[src/rtl/race_tick_scheduler.sv]
// Race tick scheduler: game-speed clock-enable generator and race phase
// sequencer (idle, countdown, run, pause, crash recovery).
module race_tick_scheduler #(
    parameter int unsigned BASE_DIV    = 444444,
    parameter int unsigned STEP_DIV    = 44444,
    parameter int unsigned MAX_SPEED   = 7,
    parameter int unsigned CD_TICKS    = 112,
    parameter int unsigned CRASH_TICKS = 224
) (
    input  logic       clock_in,
    input  logic       reset_n,
    input  logic       start,
    input  logic       pause,
    input  logic       accel,
    input  logic       brake,
    input  logic       crash,
    output logic       tick_o,
    output logic [2:0] speed,
    output logic [1:0] countdown,
    output logic [2:0] state
);

    localparam int unsigned PH_MAX =
        (CD_TICKS > CRASH_TICKS) ? CD_TICKS : CRASH_TICKS;
    localparam int PW = (PH_MAX > 1) ? $clog2(PH_MAX) : 1;

    localparam logic [26:0]   BASE_P  = 27'(BASE_DIV);
    localparam logic [26:0]   STEP_P  = 27'(STEP_DIV);
    localparam logic [2:0]    SPD_MAX = 3'(MAX_SPEED);
    localparam logic [PW-1:0] CD_LAST = PW'(CD_TICKS - 1);
    localparam logic [PW-1:0] CR_LAST = PW'(CRASH_TICKS - 1);

    typedef enum logic [2:0] {
        S_IDLE  = 3'd0,
        S_CD    = 3'd1,
        S_RUN   = 3'd2,
        S_PAUSE = 3'd3,
        S_CRASH = 3'd4
    } state_t;

    state_t        state_q, state_d;
    logic [26:0]   cnt_q, cnt_d;
    logic [26:0]   per_q, per_d;
    logic [26:0]   cnt_inc, run_per;
    logic [PW-1:0] phase_q, phase_d;
    logic [2:0]    speed_q, speed_d;
    logic [1:0]    cd_q, cd_d;
    logic          tick_q, tick_d;
    logic          wrap, cd_done, cr_done;

    assign wrap    = (cnt_q == per_q - 27'd1);
    assign cnt_inc = wrap ? '0 : cnt_q + 27'd1;
    assign run_per = BASE_P - 27'(speed_q) * STEP_P;
    assign cd_done = wrap && (phase_q == CD_LAST) && (cd_q == 2'd1);
    assign cr_done = wrap && (phase_q == CR_LAST);

    always_ff @(posedge clock_in or negedge reset_n) begin
        if (!reset_n) state_q <= S_IDLE;
        else          state_q <= state_d;
    end

    always_comb begin
        state_d = state_q;
        unique case (state_q)
            S_IDLE:  if (start)   state_d = S_CD;
            S_CD:    if (cd_done) state_d = S_RUN;
            S_RUN: begin
                if (crash)      state_d = S_CRASH;
                else if (pause) state_d = S_PAUSE;
            end
            S_PAUSE: if (pause)   state_d = S_RUN;
            S_CRASH: if (cr_done) state_d = S_RUN;
            default:              state_d = S_IDLE;
        endcase
    end

    // The counter only advances in cycles that stay in a counting state,
    // so a pause freezes it exactly where the pulse arrived.
    always_comb begin
        cnt_d   = cnt_q;
        per_d   = per_q;
        phase_d = phase_q;
        speed_d = speed_q;
        cd_d    = cd_q;
        tick_d  = 1'b0;
        unique case (state_q)
            S_IDLE: begin
                if (start) begin
                    cnt_d   = '0;
                    phase_d = '0;
                    cd_d    = 2'd3;
                    per_d   = BASE_P;
                end
            end
            S_CD: begin
                cnt_d = cnt_inc;
                if (wrap) begin
                    if (phase_q == CD_LAST) begin
                        phase_d = '0;
                        cd_d    = cd_q - 2'd1;
                        if (cd_q == 2'd1) per_d = run_per;
                    end else begin
                        phase_d = phase_q + 1'b1;
                    end
                end
            end
            S_RUN: begin
                if (crash) begin
                    speed_d = '0;
                    cnt_d   = '0;
                    phase_d = '0;
                    per_d   = BASE_P;
                end else if (!pause) begin
                    cnt_d = cnt_inc;
                    if (wrap) begin
                        per_d  = run_per;
                        tick_d = 1'b1;
                    end
                    unique case (1'b1)
                        accel && !brake && speed_q != SPD_MAX:
                            speed_d = speed_q + 3'd1;
                        brake && !accel && speed_q != 3'd0:
                            speed_d = speed_q - 3'd1;
                        default: ;
                    endcase
                end
            end
            S_PAUSE: ;
            S_CRASH: begin
                cnt_d = cnt_inc;
                if (wrap) begin
                    if (phase_q == CR_LAST) begin
                        phase_d = '0;
                        speed_d = '0;
                        per_d   = BASE_P;
                    end else begin
                        phase_d = phase_q + 1'b1;
                    end
                end
            end
            default: ;
        endcase
    end

    always_ff @(posedge clock_in or negedge reset_n) begin
        if (!reset_n) begin
            cnt_q   <= '0;
            per_q   <= '0;
            phase_q <= '0;
            speed_q <= '0;
            cd_q    <= '0;
            tick_q  <= 1'b0;
        end else begin
            cnt_q   <= cnt_d;
            per_q   <= per_d;
            phase_q <= phase_d;
            speed_q <= speed_d;
            cd_q    <= cd_d;
            tick_q  <= tick_d;
        end
    end

    assign tick_o    = tick_q;
    assign speed     = speed_q;
    assign countdown = cd_q;
    assign state     = state_q;

endmodule
[config.mk]
export PLATFORM = sky130hd
export DESIGN_NAME = race_tick_scheduler
export DESIGN_NICKNAME = d
export VERILOG_FILES = /design/src/rtl/race_tick_scheduler.sv
export SDC_FILE = /design/constraint.sdc
export NUM_CORES = 1
export LEC_CHECK = 0
export ABC_AREA = 0
export ABC_CLOCK_PERIOD_IN_PS = 8800
export CAP_MARGIN = 20
export CORE_MARGIN = 1
export CORE_UTILIZATION = 65
export CTS_CLUSTER_SIZE = 10
export DETAILED_ROUTE_END_ITERATION = 6
export HOLD_SLACK_MARGIN = 0.03
export PLACE_DENSITY_LB_ADDON = 0.25
export SLEW_MARGIN = 5
export SYNTH_ARGS = -nofsm -noshare
export SYNTH_HDL_FRONTEND = slang
export SYNTH_SLANG_ARGS = --single-unit
[constraint.sdc]
create_clock -name clock_in -period 8.8 [get_ports clock_in]
set_input_delay 1.76 -clock clock_in [delete_from_list [all_inputs] [get_ports clock_in]]
set_output_delay 1.76 -clock clock_in [all_outputs]
set_load 0.02 [all_outputs]
Word level (Yosys, flattened, before mapping)
Cells that the tools add are included.
Operators by class
  $add $sub $neg: 7
  reductions and logical operators: 22
  $mul: 1
  equal/unequal tests: 23
  multiplexer cells: 43
Operator list (number)
  27-bit two-way mux: 13
  27-bit one-hot mux with 4 select lines: 1
  27-bit one-hot mux with 3 select lines: 1
  8-bit two-way mux: 6
  8-bit one-hot mux with 4 select lines: 1
  3-bit two-way mux: 10
  27-bit by 1-bit adder with 27-bit output (second input constant): 1
  27-bit == test: 1
  27-bit by 1-bit subtractor with 27-bit output (second input constant): 1
  2-bit != test (second input constant): 10
  19-bit by 19-bit subtractor with 20-bit output (first input constant): 1
  3-bit by 14-bit multiplier with 17-bit output (second input constant): 1
  3-bit one-hot mux with 5 select lines: 1
  5-bit AND reduction: 3
  3-bit != test (second input constant): 4
  3-bit one-hot mux with 2 select lines: 2
  9-bit AND reduction: 1
  8-bit by 1-bit adder with 8-bit output (second input constant): 1
  8-bit by 7-bit == test with 1-bit output (second input constant): 1
  8-bit == test (second input constant): 1
  1-bit logical AND: 7
  3-bit by 2-bit == test with 1-bit output (second input constant): 2
  2-bit two-way mux: 3
  3-bit nonzero test: 2
  16 further kinds: 21
Word-level totals
  register bits: 71
  output and inout bits: 9
  bits of input ports: 7
  word-level logic and storage cells: 103

Longest topological paths before layout
Gate-level depths: netlist of the first run.
  depth after elaboration: 7
  mapped depth: 14
  gate-level depth less buffers: 13

Worst setup path before layout of the first run
OpenSTA, ideal clock, no wires.
  path kind: input-to-reg
  start point: in crash
  end point: reg per_q[11]
  data required time: 8644 ps
  arrival: 3459 ps
  buffers on the path: 3
  path slack: 5185 ps
  stages on the path: 8
  setup time: 156 ps
  path through: clkbuf_1 nand3b_1 a21o_1 buf_1 nand2_1 a21oi_1 buf_2 a41oi_1
Between the ends
  cells in the longest elaborated chain, start to end: 2
  elaborated cells on any way between the ends: 5
  those cells by class: eq/ne: 2; mux: 2; reduce/logical: 1
RTL lines
  start: declaration: RTL line 16  | input logic crash,
  3-bit != test (no source line) or 27-bit two-way mux (tied branches)
  9-bit AND reduction (no source line) or 27-bit one-hot mux with 4 select lines (tied branches)
  end signal: assignment: RTL line 155  | per_q <= per_d;
  end: declaration: RTL line 43  | logic [26:0] per_q, per_d;
Several ways; a longest one is shown, not always the timed one.
A chain may end at the register's enable or synchronous reset.

Final worst setup path of the first run
  start point: reg per_q[2]
  end point: reg per_q[18]
Between the ends
  cells in the longest elaborated chain, start to end: 4
  elaborated cells on any way between the ends: 6
  those cells by class: add/sub: 1; eq/ne: 4; reduce/logical: 1
RTL lines
  27-bit by 1-bit subtractor with 27-bit output *: RTL line 51  | assign wrap = (cnt_q == per_q - 27'd1);
  27-bit == test *: RTL line 51
  3-bit != test (no source line) or 2-bit != test (tied branches)
  9-bit AND reduction (no source line) *
Every way passes the cells marked *; elsewhere a longest branch is shown, timed or not.

==> metrics.yaml, run 1 <==
outcome: "finished clean"
final.setup.tns_ps: 0
min_from: "cnt_q[26]"
start_util_pct: 68.40
final_cell_mix: "dfrtp_1, o21ai_0, nand2_1, nor2_1, a21oi_1"
detail-route-antenna-nets: 0
r2r-end: "per_q[18]"
die_area_mm2: 0.008112
die_x_um: 90.07
hp-class: "reg2reg"
cts_root_buffer: "clkbuf_8"
port_buffers: 15
drive_gt1_share_pct: 6.807
antenna_found_initial: 0
nets: 640
synth-edff-count: 0
synth_area_leaders: "dfrtp_1, o21ai_0, xnor2_1"
setup_viol: 0
worstHoldPathCells: 1
cts.sinks: 62
fin_worst_skew_ps: 6.946
routed-wl-met2_mm: 5.960
r2r_cells: 11
core_area_mm2: 0.007370
maxCapViolCount: 0
drt_iter0_drc: 449
cts_hold_buf: 0
synth_top_area_share_pct: 30.78
drt-met1-wl_mm: 5.490
grt_pass1_vias: 4350
crit_required_ps: 9030
n_fill_cell: 591
cts_buffers: 9
relSlewSlack_pct: 31.38
reg2reg_slack_ps: 4240
synth_nets: 643
critPathMaxFanout: 27
ys_seq_area_share_pct: 30.78
tritoncts: "yes"
drc_errors: 0
start_kind: "flop"
overflow: 0
final-hold-violation-count: 0
final_cell_area_mm2: 0.005350
cts_resized: 0
via_count: 4682
top_layer_used: "met4"
rr_startpoint: "per_q[2]"
synth_cell_type_count: 72
max_freq_mhz: 219.5
wl_per_cell_um: 17.09
n_antenna_cell: 0
power_density_mw_per_mm2: 245.1
synth_largest_area_cell: "dfrtp_1"
cts_buffer_depth: 2
period_needed_ps: 4557
synth_area_mm2: 0.005041
layout_commonest_cell: "dfrtp_1"
crit_type: "reg2reg"
tightest_slew_ps: 1029
place.gp.congestion: 0.9565
ir_worst_vdd_mv: 0.1878
syn_area_per_cell_um2: 8.197
cp-end-kind: "flop"
io_pins: 16
die_h_um: 90.07
synthFlopType: "dfrtp_1"
placed_cell_area_mm2: 0.005175
synth-seq-cells: 62
avgViaCountPerCell: 6.539
async_flop_share_pct: 100.0
clock_latency_ps: 340
ys_warn_count: 0
p_leak_nw: 2.177
grt_max_degree: 63
synthToLayoutAreaGrowth_pct: 6.131
grt_pass1_wl_mm: 21.04
period_share_pct: 51.78
hold_end: "cnt_q[26]"
cp_data_arrival_time_ps: 4780
place_hpwl_mm: 8.972
cts_post_setup_buffers_inserted: 0
slew_violations: 0
drt-total-wl_mm: 12.24
wl_met3_um: 567
rows: 31
clk_pin_slew_ps: 70
netlist_instances: 615
htree_levels: 3
firstDrtPassIters: 5
rsz0062_at_grt: "no"
track_usage_pct: 31.77
## flip-flops by register name (all words and copies together), names as in the netlist
register,cells
phase_q,8
state,3
cnt_q,27
speed,3
per_q,18
tick_o,1
countdown,2
## critical path: stages (launching register included)
cell and delay, ps:
dfrtp_1 420, inv_1 80, ha_1 250, or4b_1 550, or3_1 370, a32oi_1 270
o2111ai_1 170, or4_4 490, o31ai_4 910, nand2b_2 430, a2111oi_2 410, nor2_1 70
## stage by stage
stage	worst slack [ps]	power (mW)	hold WS, ps	utilization (%)	std cells
after floorplan	5185	0.9342	460.8	-	615
after global placement	4130	1.053	489.5	70.22	699
after detailed placement	3991	1.085	499.1	70.22	699
after CTS	4268	1.305	511.1	72.50	715
after global routing	3958	1.410	547.2	72.60	716
final	4243	1.311	519.2	72.60	716
## cell type report
type / count / area [um^2] / area share [%]
multi-input combinational: 505 / 3283 / 61.37
sequential: 62 / 1551 / 29.00
timing repair buffer: 17 / 160.2 / 2.993
clock buffer: 12 / 145.1 / 2.713
tap: 99 / 123.9 / 2.315
inverter: 17 / 63.81 / 1.193
clock inverter: 4 / 22.52 / 0.4210
## Yosys cell counts (all sizes together), types with 4 or more instances
library cell  instances
fa                    4
or3                   6
nor2b                13
o41ai                 4
nor4                  6
dfrtp                62
a31oi                15
nor2                 53
mux2                  4
o31ai                23
nor3                 18
a21o                  8
a21oi                34
nand4                 7
or2                   4
xor2                 12
nand2b               15
buf                   8
nand2                55
and4                  4
clkbuf               23
or4                   4
nand3b                6
and3                 14
mux2i                 6
xnor2                32
nand3                29
o21ai                56
ha                   17
and2                  7
nor3b                 4
inv                  17
## power breakdown
part	switching, mW	total [mW]	leakage (nW)	internal [mW]
registers	0.0961	0.442	0.796	0.346
logic	0.373	0.649	1.29	0.276
clock network	0.112	0.221	0.0861	0.109
## how the worst max path moves through the flow
stage / start / to / slack (ps) / depth (start not counted)
2_1_floorplan: crash / per_q[11] / 5180 / 8
3_3_place_gp: crash / per_q[15] / 4130 / 10
3_5_place_dp: crash / per_q[15] / 3990 / 10
4_1_cts: per_q[2] / per_q[18] / 4270 / 11
5_1_grt: per_q[2] / per_q[18] / 3960 / 11
6_report: per_q[2] / per_q[18] / 4240 / 11
## kinds of logic after synthesis
logic type | Yosys count | share of synthesized area (%)
compound gates | 178 | 23.11
flops | 62 | 30.78
fa+ha+maj | 21 | 5.808
buf+inv | 48 | 4.095
mux | 10 | 2.085
xor+xnor | 44 | 7.645
simple gates | 252 | 26.48
## per-layer routing
metal | vias up | GRT usage [%]
met5 | - | 0
met4 | 0 | 10.62
met3 | 22 | 5.922
met2 | 154 | 52.99
met1 | 2262 | 41.50
li1 | 2244 | -
Power figures use the tool's default switching activity.
==> inputs of run 2 (changes only) <==
ABC_CLOCK_PERIOD_IN_PS = 3700   (was 8800)
CORE_UTILIZATION = 57   (was 65)
clock period = 3.7 ns   (was 8.8 ns; I/O delays follow)
==> metrics.yaml, run 2 (synthesized netlist as in run 1, its figures left out) <==
slew_violations: 0
n_antenna_cell: 0
tritoncts: "yes"
synthToLayoutAreaGrowth_pct: 11.64
grt_util_met1_pct: 39.57
maxCapViolCount: 0
ir_worst_vdd_mv: 0.3429
hp-class: "in2async"
detail-route-antenna-nets: 0
top_regs: "cnt_q: 27 flops, per_q: 18 flops, phase_q: 8 flops"
power_density_mw_per_mm2: 611.3
clk_pin_slew_ps: 70
cts.sinks: 62
placed_cell_area_mm2: 0.005345
grt_use_met2_pct: 47.93
grt_pass1_vias: 4298
cts_buffers: 9
period_share_pct: 95.65
die_h_um: 96.04
final-hold-violation-count: 0
rows: 33
antenna_found_initial: 0
place.gp.congestion: 0.9642
largest_reg_flops: 27
place_hpwl_mm: 9.621
cts_buffer_depth: 2
cts_hold_buf: 0
crit_required_ps: 3940
cp_data_arrival_time_ps: 3780
cts_post_setup_buffers_inserted: 0
drc_errors: 0
die_area_mm2: 0.009224
nets: 660
via_count: 4686
drt-total-wl_mm: 12.77
critPathMaxFanout: 8
p_leak_nw: 2.318
grt_max_degree: 44
final_cell_area_mm2: 0.005628
core_area_mm2: 0.008382
final_util_pct: 67.14
period_needed_ps: 3539
firstDrtPassIters: 5
htree_levels: 3
wl_per_cell_um: 17.21
track_usage_pct: 29.28
relSlewSlack_pct: 45.93
max_freq_mhz: 282.6
regMostFlops: "cnt_q"
io_pins: 16
tightest_slew_ps: 803.7
start_kind: "flop"
port_buffers: 15
die_x_um: 96.04
final_cell_mix: "dfrtp_1, o21ai_0, nand2_1, nor2_1"
cp-end-kind: "flop"
start_util_pct: 60.14
layout_commonest_cell: "dfrtp_1"
reg2reg_slack_ps: 160
use_met3_pct: 4.502
overflow: 0
grt_pass1_wl_mm: 20.89
drive_gt1_share_pct: 10.68
cts_root_buffer: "clkbuf_8"
setup_viol: 0
final.setup.tns_ps: 0
crit_type: "reg2reg"
outcome: "finished clean"
hold_slack_ps: 318.7
busiest_layer: "met2"
rsz0062_at_grt: "no"
fin_worst_skew_ps: 10.10
avgViaCountPerCell: 6.315
clock_latency_ps: 350
drt_iter0_drc: 255
[run 2: cell count changes in the layout (fill, tap and decap cells not counted), sizes merged]
cell,previous run,this run
clkbuf,12,13
bufinv,0,2
clkinv,3,1
clkinvlp,1,0
buf,3,23
[run 2: area by class of cell]
class / count / area, um^2
clock inverters: 3 / 65.06
well taps: 105 / 131.4
fillers: 726 / 2754
flip-flops and latches: 62 / 1551
repair buffers: 37 / 342.8
inverters: 17 / 63.81
clock buffers: 13 / 168.9
multi-input cells: 505 / 3304
[run 2: through the flow]
stage	total power, mW	setup WS [ps]	instances
after global placement	2.641	161.2	725
final	3.440	161.1	742
after global routing	3.673	28.79	742
after detailed placement	2.695	87.79	725
after CTS	3.409	89.46	741
after floorplan	2.222	156.2	615
[run 2: worst max-delay path: stages, from the launching register on]
cell and delay (ps):
dfrtp_1 410, inv_1 70, ha_1 220, or4b_4 510, or3_1 370, a32oi_2 210, o2111ai_1 150, or4_4 470
or4_4 570, nand2_4 130, nand2_1 80, a22o_1 220
[run 2: repair_timing]
| item | 4_1_cts | 5_1_grt |
|---|---|---|
| endpoints found under the hold margin | 0 | 0 |
| resized for setup | 0 | 8 |
| setup endpoints to repair | 0 | 39 |
[run 2: power breakdown]
group | total [mW] | switching (mW) | internal [mW]
Sequential | 1.02 | 0.198 | 0.822
Clock | 0.702 | 0.268 | 0.434
Combinational | 1.72 | 0.973 | 0.745
Total | 3.44 | 1.44 | 2.00
[run 2: metal layers]
| layer | wire (um) | vias up |
|---|---|---|
| met5 | 0 | - |
| met3 | 570 | 18 |
| met4 | 218 | 0 |
| li1 | - | 2287 |
| met2 | 6158 | 121 |
| met1 | 5825 | 2260 |
[run 2: path summary, 6_finish.rpt]
| path | startpoint | endpoint | depth (start not counted) |
|---|---|---|---|
| setup / recovery | per_q[3] | phase_q[5] | 11 |
| hold / removal | reset_n | cnt_q[5] | 1 |
| setup reg to reg | per_q[3] | phase_q[5] | 11 |
| hold reg to reg | cnt_q[16] | cnt_q[16] | 1 |
| max in group asynchronous | reset_n | phase_q[5] | 2 |
| min in group clock_in | cnt_q[16] | cnt_q[16] | 1 |
